$ cat config.mk
export PLATFORM = sky130hd
export DESIGN_NAME = neighbor_info_bank_arbiter
export DESIGN_NICKNAME = d
export VERILOG_FILES = /design/src/rtl/neighbor_info_bank_arbiter_pkg.sv /design/src/rtl/neighbor_rr_arbiter.sv /design/src/rtl/neighbor_info_bank_arbiter.sv
export SDC_FILE = /design/constraint.sdc
export NUM_CORES = 1
export LEC_CHECK = 0
export ABC_AREA = 1
export CORE_UTILIZATION = 52
export DETAILED_ROUTE_END_ITERATION = 16
export GPL_TIMING_DRIVEN = 0
export HOLD_SLACK_MARGIN = 0.03
export PLACE_DENSITY_LB_ADDON = 0.12
export SKIP_LAST_GASP = 1
export SYNTH_ARGS = -nofsm -noshare
export SYNTH_HDL_FRONTEND = slang
export SYNTH_HIERARCHICAL = 1
export SYNTH_SLANG_ARGS = --single-unit
$ cat constraint.sdc
create_clock -name clk -period 6.76 [get_ports clk]
set_clock_uncertainty 0.15 [all_clocks]
set_input_delay 2.028 -clock clk [delete_from_list [all_inputs] [get_ports clk]]
set_output_delay 2.028 -clock clk [all_outputs]
set_load 0.02 [all_outputs]
$ cat src/rtl/neighbor_info_bank_arbiter_pkg.sv
// rtl/neighbor_info_bank_arbiter_pkg.sv - Neighbor-Info SRAM widths and bank arbiter types
package neighbor_info_bank_arbiter_pkg;

  localparam int NEIGHBOR_NUM_BANK = 4;
  localparam int NEIGHBOR_ROW_W    = 8;
  localparam int NEIGHBOR_DATA_W   = 17;
  localparam int BANK_W            = $clog2(NEIGHBOR_NUM_BANK);

  typedef logic [NEIGHBOR_DATA_W-1:0] neighbor_info_t;

  typedef struct packed {
    logic                      valid;
    logic [BANK_W-1:0]         bank;
    logic [NEIGHBOR_ROW_W-1:0] row;
  } neighbor_arb_req_t;

  typedef struct packed {
    logic           valid;
    neighbor_info_t data;
  } neighbor_arb_resp_t;

  typedef struct packed {
    logic                      cen;
    logic                      wen;
    logic [NEIGHBOR_ROW_W-1:0] a;
  } neighbor_sram_if_t;

endpackage

$ cat src/rtl/neighbor_rr_arbiter.sv
// rtl/neighbor_rr_arbiter.sv - N-way round-robin grant; pointer moves past the winner on a grant
module neighbor_rr_arbiter #(
  parameter int N = 4,
  localparam int IW = $clog2(N)
) (
  input  logic          clk,
  input  logic          reset,
  input  logic [N-1:0]  req,
  output logic [N-1:0]  gnt,
  output logic [IW-1:0] gnt_idx,
  output logic          gnt_valid
);

  logic [IW-1:0] ptr;
  logic [IW-1:0] idx;

  // N is a power of two, so the IW-bit sum wraps modulo N for free
  always_comb begin
    gnt_valid = 1'b0;
    gnt_idx   = '0;
    idx       = '0;
    for (int k = 0; k < N; k++) begin
      idx = ptr + IW'(k);
      if (!gnt_valid && req[idx]) begin
        gnt_valid = 1'b1;
        gnt_idx   = idx;
      end
    end
    gnt = gnt_valid ? (N'(1) << gnt_idx) : '0;
  end

  always_ff @(posedge clk) begin
    if (reset) begin
      ptr <= '0;
    end else if (gnt_valid) begin
      ptr <= gnt_idx + IW'(1);
    end
  end

endmodule

$ cat src/rtl/neighbor_info_bank_arbiter.sv
// rtl/neighbor_info_bank_arbiter.sv - shares banked Neighbor-Info SRAM among read requesters
// Optional conflict counters: define NEIGHBOR_ARB_PERF_EN.
module neighbor_info_bank_arbiter
  import neighbor_info_bank_arbiter_pkg::*;
#(
  parameter int NUM_REQ  = 4,
  parameter int NUM_BANK = NEIGHBOR_NUM_BANK,
  parameter int ROW_W    = NEIGHBOR_ROW_W,
  parameter int DATA_W   = NEIGHBOR_DATA_W
) (
  input  logic                          clk,
  input  logic                          reset,
  input  logic [NUM_REQ-1:0]            req_valid,
  input  logic [NUM_REQ*(BANK_W+ROW_W)-1:0] req_addr,
  output logic [NUM_REQ-1:0]            req_ready,
  output logic [NUM_REQ-1:0]            resp_valid,
  output logic [NUM_REQ*DATA_W-1:0]     resp_data,
  input  logic [NUM_REQ-1:0]            resp_ready,
  output logic [NUM_BANK-1:0]           sram_cen,
  output logic [NUM_BANK-1:0]           sram_wen,
  output logic [NUM_BANK*ROW_W-1:0]     sram_a,
  input  logic [NUM_BANK*DATA_W-1:0]    sram_q
`ifdef NEIGHBOR_ARB_PERF_EN
  ,
  output logic [NUM_BANK*16-1:0]        perf_conflict_cnt
`endif
);

  localparam int ADDR_W = BANK_W + ROW_W;
  localparam int IDX_W  = $clog2(NUM_REQ);

  neighbor_arb_req_t  req      [NUM_REQ];
  neighbor_arb_resp_t resp_q   [NUM_REQ];
  neighbor_sram_if_t  sram_if  [NUM_BANK];
  logic [NUM_REQ-1:0] inflight;
  logic [BANK_W-1:0]  src_bank [NUM_REQ];
  logic [ROW_W-1:0]   a_hold   [NUM_BANK];
  logic [NUM_REQ-1:0] bank_req [NUM_BANK];
  logic [NUM_REQ-1:0] bank_gnt [NUM_BANK];
  logic [IDX_W-1:0]   bank_idx [NUM_BANK];
  logic [NUM_BANK-1:0] bank_hit;

  // req.valid carries eligibility, not just the raw request
  always_comb begin
    for (int r = 0; r < NUM_REQ; r++) begin
      req[r].valid = !reset && req_valid[r] && !inflight[r] &&
                     (!resp_q[r].valid || resp_ready[r]);
      req[r].bank  = req_addr[r*ADDR_W+ROW_W +: BANK_W];
      req[r].row   = req_addr[r*ADDR_W +: ROW_W];
    end
  end

  always_comb begin
    for (int b = 0; b < NUM_BANK; b++) begin
      for (int r = 0; r < NUM_REQ; r++) begin
        bank_req[b][r] = req[r].valid && (req[r].bank == BANK_W'(b));
      end
    end
  end

  for (genvar b = 0; b < NUM_BANK; b++) begin : g_bank
    neighbor_rr_arbiter #(.N(NUM_REQ)) u_arb (
      .clk       (clk),
      .reset     (reset),
      .req       (bank_req[b]),
      .gnt       (bank_gnt[b]),
      .gnt_idx   (bank_idx[b]),
      .gnt_valid (bank_hit[b])
    );
  end

  always_comb begin
    req_ready = '0;
    for (int b = 0; b < NUM_BANK; b++) begin
      req_ready = req_ready | bank_gnt[b];
    end
  end

  // Idle banks keep their last row on A to avoid needless toggling
  always_comb begin
    sram_cen = '1;
    sram_wen = '1;
    sram_a   = '0;
    for (int b = 0; b < NUM_BANK; b++) begin
      sram_if[b].cen = !bank_hit[b];
      sram_if[b].wen = 1'b1;
      sram_if[b].a   = reset ? '0 : (bank_hit[b] ? req[bank_idx[b]].row : a_hold[b]);
      sram_cen[b]    = sram_if[b].cen;
      sram_wen[b]    = sram_if[b].wen;
      sram_a[b*ROW_W +: ROW_W] = sram_if[b].a;
    end
  end

  always_ff @(posedge clk) begin
    if (reset) begin
      inflight <= '0;
      for (int r = 0; r < NUM_REQ; r++) begin
        resp_q[r]   <= '0;
        src_bank[r] <= '0;
      end
      for (int b = 0; b < NUM_BANK; b++) begin
        a_hold[b] <= '0;
      end
    end else begin
      for (int r = 0; r < NUM_REQ; r++) begin
        if (inflight[r]) begin
          resp_q[r].valid <= 1'b1;
          resp_q[r].data  <= sram_q[int'(src_bank[r])*DATA_W +: DATA_W];
        end else if (resp_q[r].valid && resp_ready[r]) begin
          resp_q[r].valid <= 1'b0;
        end
        inflight[r] <= req_ready[r];
        if (req_ready[r]) begin
          src_bank[r] <= req[r].bank;
        end
      end
      for (int b = 0; b < NUM_BANK; b++) begin
        if (bank_hit[b]) begin
          a_hold[b] <= sram_if[b].a;
        end
      end
    end
  end

  always_comb begin
    resp_valid = '0;
    resp_data  = '0;
    for (int r = 0; r < NUM_REQ; r++) begin
      resp_valid[r] = resp_q[r].valid;
      resp_data[r*DATA_W +: DATA_W] = resp_q[r].data;
    end
  end

`ifdef NEIGHBOR_ARB_PERF_EN
  logic [15:0] conflict_cnt [NUM_BANK];

  // More than one bit set means at least two eligible requesters collide on the bank
  always_ff @(posedge clk) begin
    if (reset) begin
      for (int b = 0; b < NUM_BANK; b++) begin
        conflict_cnt[b] <= '0;
      end
    end else begin
      for (int b = 0; b < NUM_BANK; b++) begin
        if (((bank_req[b] & (bank_req[b] - NUM_REQ'(1))) != '0) &&
            (conflict_cnt[b] != 16'hFFFF)) begin
          conflict_cnt[b] <= conflict_cnt[b] + 16'd1;
        end
      end
    end
  end

  always_comb begin
    perf_conflict_cnt = '0;
    for (int b = 0; b < NUM_BANK; b++) begin
      perf_conflict_cnt[b*16 +: 16] = conflict_cnt[b];
    end
  end
`endif

endmodule

==> results <==
cells by family (layout without fill, tap and decap cells):
group	Yosys count	count (layout)	share of synthesized area, %
compound gates	80	80	4.71
fa+ha+maj	16	16	1.95
buf+inv	335	645	14.9
flops	124	124	35.2
other cells	1	4	0.0366
simple gates	1000	1000	43.3
sequential cells by signal, summed over array words and instances, names as in the netlist:
register / cells
a_hold: 32
g_bank.u_arb/ptr: 8
inflight: 4
resp_q: 72
src_bank: 8
layout by cell type (no fill, tap or decap), types with 19 or more instances in the layout:
cell,instances
buf_6,46
inv_2,22
nand2_2,117
inv_1,227
nor2_1,20
nand3_1,203
nand3_2,25
clkdlybuf4s50_1,176
buf_2,35
a21oi_1,50
clkbuf_16,19
buf_4,63
edfxtp_1,112
nand2_1,567
per-layer routing:
layer | share of wire (%) | GRT usage (%) | vias to the layer above
met5 | 0 | 0 | -
met3 | 9.8 | 6.83 | 167
li1 | - | - | 5444
met2 | 47 | 59.1 | 772
met1 | 38 | 46.6 | 5421
met4 | 5.1 | 19.0 | 0
power groups by stage:
stage	clock network (mW)	registers, mW	logic [mW]
finish	0.963	1.31	5.52
global route	0.984	1.33	5.89
detailed placement	0	1.31	4.44
CTS	0.959	1.30	4.80
floorplan	0	1.43	2.85
global placement	0	1.30	4.36
worst max-delay path by stage:
stage | to | startpoint | slack (ns) | depth (start not counted)
detailed placement | sram_a[21] | reset | -1.70 | 22
floorplan | sram_a[28] | reset | 0.49 | 22
global placement | sram_a[19] | reset | -1.64 | 22
global route | sram_a[10] | reset | -0.12 | 24
CTS | sram_a[21] | req_valid[1] | 0.001 | 22
finish | sram_a[17] | reset | -0.02 | 21
repair_timing:
action | 4_1_cts | 5_1_grt
hold buffers | 0 | 0
buffers inserted | 20 | 23
cloned | 4 | 2
endpoints found under the setup margin | 40 | 37
endpoints found under the hold margin | 0 | 0
pin swaps | 37 | 71
gates resized for setup | 321 | 145
stage by stage:
step	power (mW)	std cells	util (%)
global route	8.20	2129	77.2
finish	7.79	2129	77.2
CTS	7.06	2104	73.7
detailed placement	5.75	2048	67.7
global placement	5.66	2048	67.7
floorplan	4.29	1559	-
layout make-up:
cell class / count / share of cell area, %
inverters: 265 / 7.22
multi-input cells: 1100 / 39.5
flip-flops and latches: 124 / 24.5
repair buffers: 278 / 18.5
clock inverters: 7 / 0.784
well taps: 260 / 2.22
plain buffers: 70 / 3.93
clock buffers: 25 / 3.31
worst max-delay path, stage by stage:
cell and delay (ns):
buf_16 0.12, buf_12 0.13, nor2_4 0.14, nand3_4 0.17, nor3_4 0.24, inv_1 0.09, nand2_2 0.09, nand2_2 0.06
o21ai_2 0.18, inv_2 0.09, nand3_1 0.09, nand3_1 0.09, nand2_2 0.13, inv_2 0.09, buf_4 0.19, inv_4 0.12
nand3_1 0.12, nand2_1 0.11, nand2_2 0.09, nand2_2 0.10, buf_6 0.12
==> impl_results.md <==
* Fmax achieved at 147 MHz
* Arr. time, crit path at 4.60 ns
* EDFF count, synth at 112
* Port Buffers at 229
* # H-tree levels at 4
* Worst skew pair latency at 0.43 ns
* Reg2reg path depth at 22
* CTS tree: yes
* Antenna cells at 0
* Yosys top cell by area: edfxtp_1
* Share of post-route cells with drive strength above 1 at 24.1%
* Reg clk slew, reported paths at 0.06 ns
* Sink Count at 124
* Maxcap violations at 0
* Final setup vio count at 1
* Initial antenna violation count at 0
* Rows at 50
* Detailed Route Iter0 Violations at 1547
* Most frequent cell after synthesis: nand2_1
* Worst Hold Launch: g_bank[1].u_arb/ptr[1]
* Total iterations of the first detailed-routing run at 6
* Min Tclk post-route at 6.78 ns
* Ys async rst share at 0%
* Clk root buf: clkbuf_16
* Synth area leaders: edfxtp_1 33%, nand2_1 24%, nand3_1 11%, inv_1 8.9%, nand2_2 2.6%
* Global route overflow at 0
* Yosys reg bits at 124
* Crit path max fanout at 9
* CP Launch Type: input port
* Avg WL per Cell at 18.3 um
* Area of the multi-input gates at 5800 um2
* Max IR drop VDD at 0.397 mV
* Hold Crit Depth at 2
* Switching Power at 3.85 mW
* Dominant synthesized flop cell: edfxtp_1
* Synth Instances at 1556
* Synth top area share at 32.8%
* Placed instance area at 12900 um2
* Worst slack, placed at -1.70 ns
* Placer congestion estimate at 0.929
* Post-route clock period utilization at 100%
* Req. time, crit path at 4.58 ns
* Final hold viol count at 0
* GRT Overall Usage at 36.6%
* Setup crit end kind: output port
* Die W at 142 um
* RSZ-0062 raised after global routing: true
* Cell variety after synth at 27
* Post-route cell area at 14700 um2
* Worst r2r src: resp_q[1][17]
* Internal at 3.94 mW
* PwrDens at 531 nW/um2
* Clock buffer depth at 2
* Flop pwr share at 16.8%
* First-pass GRT wire length at 56.5 mm
* Largest net degree at the start of global routing at 18
* Avg Cell Area, Syn at 6.59 um2
* CORE AREA at 19000 um2
* Reg2reg end: src_bank[1][0]
* P_leak at 7.42 nW
* Combinational share of power at 70.9%
* Hold Path Class: flip-flop to flip-flop
* Warnings, synthesis at 6
* Routed wire length at 38.9 mm
* Failing checks: setup timing
* Sequential cell area at 3600 um2
* Filler cells at 1428
* CTS Buf Count at 17
* Detailed placement HPWL at 27.4 mm
* Leading cell types by count after synthesis: 652 x nand2_1, 242 x inv_1, 230 x nand3_1
* Vias in the first global route at 10882
* Final Max Tran Viols at 0
* Sequential area share after synthesis at 35.2%
* Antenna-violating nets left at 0
* DIE HEIGHT at 142 um
* I/O pins at 234
* Slew HR at 49.3%
* Worst-margin pin slew at 0.759 ns
* Final worst slack at -0.0198 ns
* TNS Setup at -0.0198 ns
* Final nets at 1990
* WHS Endpoint: g_bank[1].u_arb/ptr[1]
* Syn Std Cell Area at 10200 um2
* Avg Vias per Cell at 5.54
* Result of the run: finished with violations
* # DRC at 0
* Crit Path Category: input port to output port
* Clock power frac at 12.4%
* Hold Slack at 0.411 ns
* DIE AREA at 20300 um2
* R2R setup slack at 3.67 ns
* Sw Ratio at 49.4%
* Vias at 11804
* Initial Util at 53.9%
* Layout area overhead at 43.3%
(Power assumes the default switching activity.)
